[config.mk]
export PLATFORM = sky130hd
export DESIGN_NAME = seg_scan_ctrl
export DESIGN_NICKNAME = d
export VERILOG_FILES = /design/src/rtl/seg_pkg.sv /design/src/rtl/seg_hex_decode.sv /design/src/rtl/seg_scan_ctrl.sv
export SDC_FILE = /design/constraint.sdc
export NUM_CORES = 1
export LEC_CHECK = 0
export ABC_AREA = 1
export BUFFER_PORTS_ARGS = -buffer_cell sky130_fd_sc_hd__buf_2
export CAP_MARGIN = 20
export CORE_MARGIN = 3
export CORE_UTILIZATION = 35
export DETAILED_ROUTE_END_ITERATION = 16
export SYNTH_ARGS = -nofsm -noshare
export SYNTH_HDL_FRONTEND = slang
export SYNTH_SLANG_ARGS = --single-unit
[constraint.sdc]
create_clock -name clk -period 2.5 [get_ports clk]
set_input_delay 0.125 -clock clk [delete_from_list [all_inputs] [get_ports clk]]
set_output_delay 0.125 -clock clk [all_outputs]
set_load 0.02 [all_outputs]
[src/rtl/seg_pkg.sv]
// Shared constants and the hex-to-segment mapping for the seven-segment display path.
package seg_pkg;

  localparam int         NDIG    = 8;
  localparam logic [6:0] SEG_OFF = 7'h7F;

  // Segment order is gfedcba; a 0 bit lights the segment.
  function automatic logic [6:0] hex_to_seg(input logic [3:0] nib);
    logic [6:0] s;
    case (nib)
      4'h0:    s = 7'b1000000;
      4'h1:    s = 7'b1111001;
      4'h2:    s = 7'b0100100;
      4'h3:    s = 7'b0110000;
      4'h4:    s = 7'b0011001;
      4'h5:    s = 7'b0010010;
      4'h6:    s = 7'b0000010;
      4'h7:    s = 7'b1111000;
      4'h8:    s = 7'b0000000;
      4'h9:    s = 7'b0010000;
      4'hA:    s = 7'b0001000;
      4'hB:    s = 7'b0000011;
      4'hC:    s = 7'b1000110;
      4'hD:    s = 7'b0100001;
      4'hE:    s = 7'b0000110;
      default: s = 7'b0001110;
    endcase
    return s;
  endfunction

endpackage

[src/rtl/seg_hex_decode.sv]
// Combinational hex nibble to active-low gfedcba segment decoder.
module seg_hex_decode
  import seg_pkg::*;
(
  input  logic [3:0] nibble,
  output logic [6:0] seg
);

  // Pure lookup; kept as a module so other display blocks can share it.
  always_comb begin
    seg = hex_to_seg(nibble);
  end

endmodule

[src/rtl/seg_scan_ctrl.sv]
// Digit scan controller for an 8-digit multiplexed seven-segment display:
// prescaled rotate strobe, double-buffered frame, ghost blanking and
// optional leading-zero suppression.
module seg_scan_ctrl
  import seg_pkg::*;
#(
  parameter int DIV   = 100000,
  parameter int BLANK = 1000
) (
  input  logic        clk,
  input  logic        rst,
  input  logic        load,
  input  logic [31:0] data,
  input  logic [7:0]  dp_in,
  input  logic        lz_en,
  output logic        rotate,
  output logic [2:0]  digit_idx,
  output logic [6:0]  seg,
  output logic        dp,
  output logic        pending,
  output logic        frame_done
);

  localparam int CW = $clog2(DIV);

  logic [CW-1:0] cnt;
  logic [31:0]   shadow;
  logic [31:0]   active;
  logic [7:0]    shadow_dp;
  logic [7:0]    active_dp;
  logic          slot_end;
  logic          frame_wrap;
  logic          blank_win;
  logic [3:0]    cur_nib;
  logic [6:0]    dec_seg;
  logic [7:0]    zero_from;
  logic          suppress;

  assign slot_end   = (cnt == CW'(DIV - 1));
  assign frame_wrap = slot_end && (digit_idx == 3'd7);

  // The last cycle of a slot is blanked too, so the dark window covers the
  // cycle rotate is high plus BLANK more once the one-cycle output lag is included.
  assign blank_win  = (cnt < CW'(BLANK)) || slot_end;
  assign cur_nib    = active[{digit_idx, 2'b00} +: 4];

  seg_hex_decode u_dec (
    .nibble (cur_nib),
    .seg    (dec_seg)
  );

  // zero_from[k] is set when nibbles 7..k of the active frame are all zero.
  always_comb begin
    zero_from    = '0;
    zero_from[7] = (active[31:28] == 4'h0);
    for (int k = 6; k >= 0; k--) begin
      zero_from[k] = zero_from[k+1] && (active[4*k +: 4] == 4'h0);
    end
    suppress = lz_en && (digit_idx != 3'd0) && zero_from[digit_idx];
  end

  // Prescaler and digit index; rotate marks the first cycle of each new slot.
  always_ff @(posedge clk or negedge rst) begin
    if (!rst) begin
      cnt       <= '0;
      digit_idx <= 3'd0;
      rotate    <= 1'b0;
    end else begin
      rotate <= slot_end;
      if (slot_end) begin
        cnt       <= '0;
        digit_idx <= digit_idx + 3'd1;
      end else begin
        cnt <= cnt + CW'(1);
      end
    end
  end

  // Shadow/active frame buffers; the active frame only changes at the 7->0 wrap.
  always_ff @(posedge clk or negedge rst) begin
    if (!rst) begin
      shadow     <= '0;
      shadow_dp  <= '0;
      active     <= '0;
      active_dp  <= '0;
      pending    <= 1'b0;
      frame_done <= 1'b0;
    end else begin
      frame_done <= 1'b0;
      if (frame_wrap) begin
        if (load) begin
          active     <= data;
          active_dp  <= dp_in;
          shadow     <= data;
          shadow_dp  <= dp_in;
          pending    <= 1'b0;
          frame_done <= 1'b1;
        end else if (pending) begin
          active     <= shadow;
          active_dp  <= shadow_dp;
          pending    <= 1'b0;
          frame_done <= 1'b1;
        end
      end else if (load) begin
        shadow    <= data;
        shadow_dp <= dp_in;
        pending   <= 1'b1;
      end
    end
  end

  // Registered segment and decimal-point drive.
  always_ff @(posedge clk or negedge rst) begin
    if (!rst) begin
      seg <= SEG_OFF;
      dp  <= 1'b1;
    end else if (blank_win) begin
      seg <= SEG_OFF;
      dp  <= 1'b1;
    end else begin
      seg <= suppress ? SEG_OFF : dec_seg;
      dp  <= ~active_dp[digit_idx];
    end
  end

endmodule

==> metrics.md <==
| Metric | Value |
|---|---|
| First-pass GRT wire length | `19700 um` |
| Syn_area_per_cell | `7.74 um^2` |
| Starting Density | `between 30% and 40%` |
| Fin nets | `807` |
| Sequential Power Share | `53.6%` |
| Dpl cell area | `5770 um^2` |
| Top area cells in the synthesized netlist | `dfrtp_1 (49%), nand2_1 (25%), nand3_1 (4.7%), dfstp_2 (4.0%), inv_1 (3.7%)` |
| Clock Skew | `8.81 ps` |
| DR vias | `between 4000 and 5000` |
| Critical Path AT | `2360 ps` |
| Commonest cells after routing, fill and taps aside | `nand2_1 (347), dfrtp_1 (103), buf_2 (56)` |
| Top cell type by total area after synthesis | `dfrtp_1` |
| Min-Delay Path Class | `input port to flop` |
| CTS Buf Count | `9` |
| Mapped Area | `5290 um^2` |
| TritonCTS clock tree | `built` |
| # Max-Cap Violations | `0` |
| Synth top area share | `approximately half` |
| Worst vdd ir | `0.000292 V` |
| Clock transition at path regs | `about 70 ps` |
| Rows | `44` |
| Sw Share | `21.6%` |
| Final worst setup slack | `388 ps` |
| Io pins | `58` |
| H-Tree Depth | `3` |
| Ant diodes | `0` |
| Gp weighted congestion | `0.908` |
| Worst-path fanout max | `21` |
| Seq cells post-synth | `111` |
| Initial antenna violation count | `0` |
| DIE HEIGHT | `129 um` |
| Mapped Nets | `738` |
| Total track usage | `14.8%` |
| Outcome | `complete, no violations` |
| R2R Path Start | `digit_idx[0]` |
| Post-CTS Setup Bufs | `0` |
| R2r worst-path depth | `11` |
| Worst slew pin tran | `598 ps` |
| Startpoint types | `flop` |
| PortBufs | `between 50 and 60` |
| RSZ-0062 raised after global routing | `no` |
| Synth warn | `0` |
| Final Slew Violations | `0` |
| DRT iter0 DRCs | `354` |
| Largest net degree at the start of global routing | `66` |
| Final period utilization | `a little over four fifths` |
| RR Endpoint | `seg[3]` |
| Leakage Power | `0.00337 uW` |
| 1st-pass router iterations | `5` |
| Vias in the first global route | `4075` |
| Pwr dens | `559 nW/um^2` |
| Fmax | `about 0.47 GHz` |
| Grt total ovfl | `0` |
| Worst skew pair latency | `around 350 ps` |
| WHS Path Cells | `3` |
| Post-route cell area | `6220 um^2` |
| Root buffer cell | `clkbuf_16` |
| Clock power frac | `between 40% and 50%` |
| Dpl hpwl | `about 8000 um` |
| Cell count after synthesis | `684` |
| DR WL/cell | `12.2 um` |
| Share of post-route cells with drive strength above 1 | `roughly an eighth` |
| NetSw | `around 750 uW` |
| CTS sink count | `111` |
| Rel. slew slack | `roughly three fifths` |
| Int Power | `around 2700 uW` |
| Post-synthesis sequential area ratio | `52.7%` |
| Worst R2R Setup Slack | `390 ps` |
| Pre-CTS setup slack | `415 ps` |
| Final wirelength | `11500 um` |
| Gate power share | `under 10%` |
| Post-synth cell types | `32` |
| Most common cell after layout, fill and taps aside | `nand2_1` |
| Die extent in x | `129 um` |
| Final setup TNS | `0 ps` |
| Hold EP | `shadow_dp[1]` |
| Die area | `about 17000 um^2` |
| Final hold vios | `0` |
| Remaining DRCs | `0` |
| Clk buf depth | `2` |
| Number of vias per cell | `4.57` |
| P&R area growth vs syn | `17.5%` |
| Final Setup Violations | `0` |
| WP data required | `~2700 ps` |
| Post-layout minimum cycle time | `2110 ps` |
| Antenna Nets Post-Route | `0` |
| Endpoint class of the critical path | `flop` |
| Core Footprint | `14600 um^2` |
| Cts repair resizes | `0` |
| Hold path startpoint | `dp_in[1]` |
| Kind of critical path | `flop to flop` |
## flip-flops by register name, summed over array words and instances, names as in the netlist
register / count
active: 32
active_dp: 8
cnt: 17
digit_idx: 3
dp: 1
frame_done: 1
pending: 1
rotate: 1
seg: 7
shadow: 32
shadow_dp: 8
## per-stage QoR
stage	hold WS (ps)	std cells	utilization [%]	total power (uW)
5_1_grt	16.8	942	42.5	3630
4_1_cts	0.838	942	42.5	3540
2_1_floorplan	-171	684	-	1970
3_5_place_dp	23.7	910	39.4	2080
3_3_place_gp	25.2	910	39.4	2070
6_report	8.89	942	42.5	3480
## worst max-delay path: stages (launching register included)
cell	delay, ps
dfrtp_1	390
inv_2	260
nand2_1	80
nand3_1	90
nand2_1	70
o21ai_1	390
inv_1	160
ha_1	250
nand3_1	120
nand2_1	70
nand2_1	50
nand3_1	80
## layer usage
layer,routed length (um),global-route usage (%),vias up
li1,-,-,2235
met1,5570,20.3,1980
met2,5150,22.8,76
met3,498,3.53,15
met4,248,5.99,0
met5,0,0,-
## power by group through the flow
stage	combinational, uW	clock, uW	sequential (uW)
2_1_floorplan	77.3	0	1900
3_3_place_gp	176	0	1900
3_5_place_dp	177	0	1900
4_1_cts	196	1470	1870
5_1_grt	223	1540	1870
6_report	189	1420	1870
## cell families (layout without fill, tap and decap cells)
kind of cell	after synthesis	count (layout)	share of synthesized area (%)
fa+ha+maj	10	10	2.36
compound gates	25	25	2.67
flops	111	111	52.7
buf+inv	81	155	6.69
xor+xnor	10	10	1.65
simple gates	447	447	34.0
## cell type report
class,count,area [um^2]
Fill cell,1554,8420
Multi-Input combinational cell,492,2150
Inverter,56,211
Timing Repair Buffer,83,548
Clock inverter,3,42.5
Tap cell,184,230
Sequential cell,111,2790
Clock buffer,13,250
## cells in the mapped netlist
library cell  instances
clkinv_1              1
a22oi_1               1
inv_1                52
or2_0                 1
xor2_1               10
nand4_1               3
buf_6                 4
nor2_1               32
or2_2                 1
inv_2                 2
clkinv_2              1
nor2_2                1
nand2_1             347
o21ai_0               7
o211ai_1              2
buf_4                 2
dfstp_2               8
a21oi_1              11
nor3_1                8
a211oi_1              1
a31oi_1               1
buf_2                 9
nor3_2                1
a32o_1                1
clkbuf_1             10
dfrtp_1             103
nand3b_4              1
ha_1                 10
nand2_2               1
nand3_1              50
nor2_4                1
o21ai_1               1
## worst max-delay path by stage
stage	slack, ps	endpoint	from	cells past startpoint
floorplan	500	seg[3]	digit_idx[0]	12
global placement	480	seg[3]	digit_idx[0]	11
detailed placement	410	seg[3]	digit_idx[0]	11
CTS	400	seg[3]	digit_idx[0]	11
global route	190	seg[3]	digit_idx[0]	11
finish	390	seg[3]	digit_idx[0]	11
## timing repair
action,4_1_cts,5_1_grt
endpoints found under the hold margin,33,0
endpoints found under the setup margin,0,0
hold buffers,16,0
No activity file was read; power rests on OpenSTA's default activity.
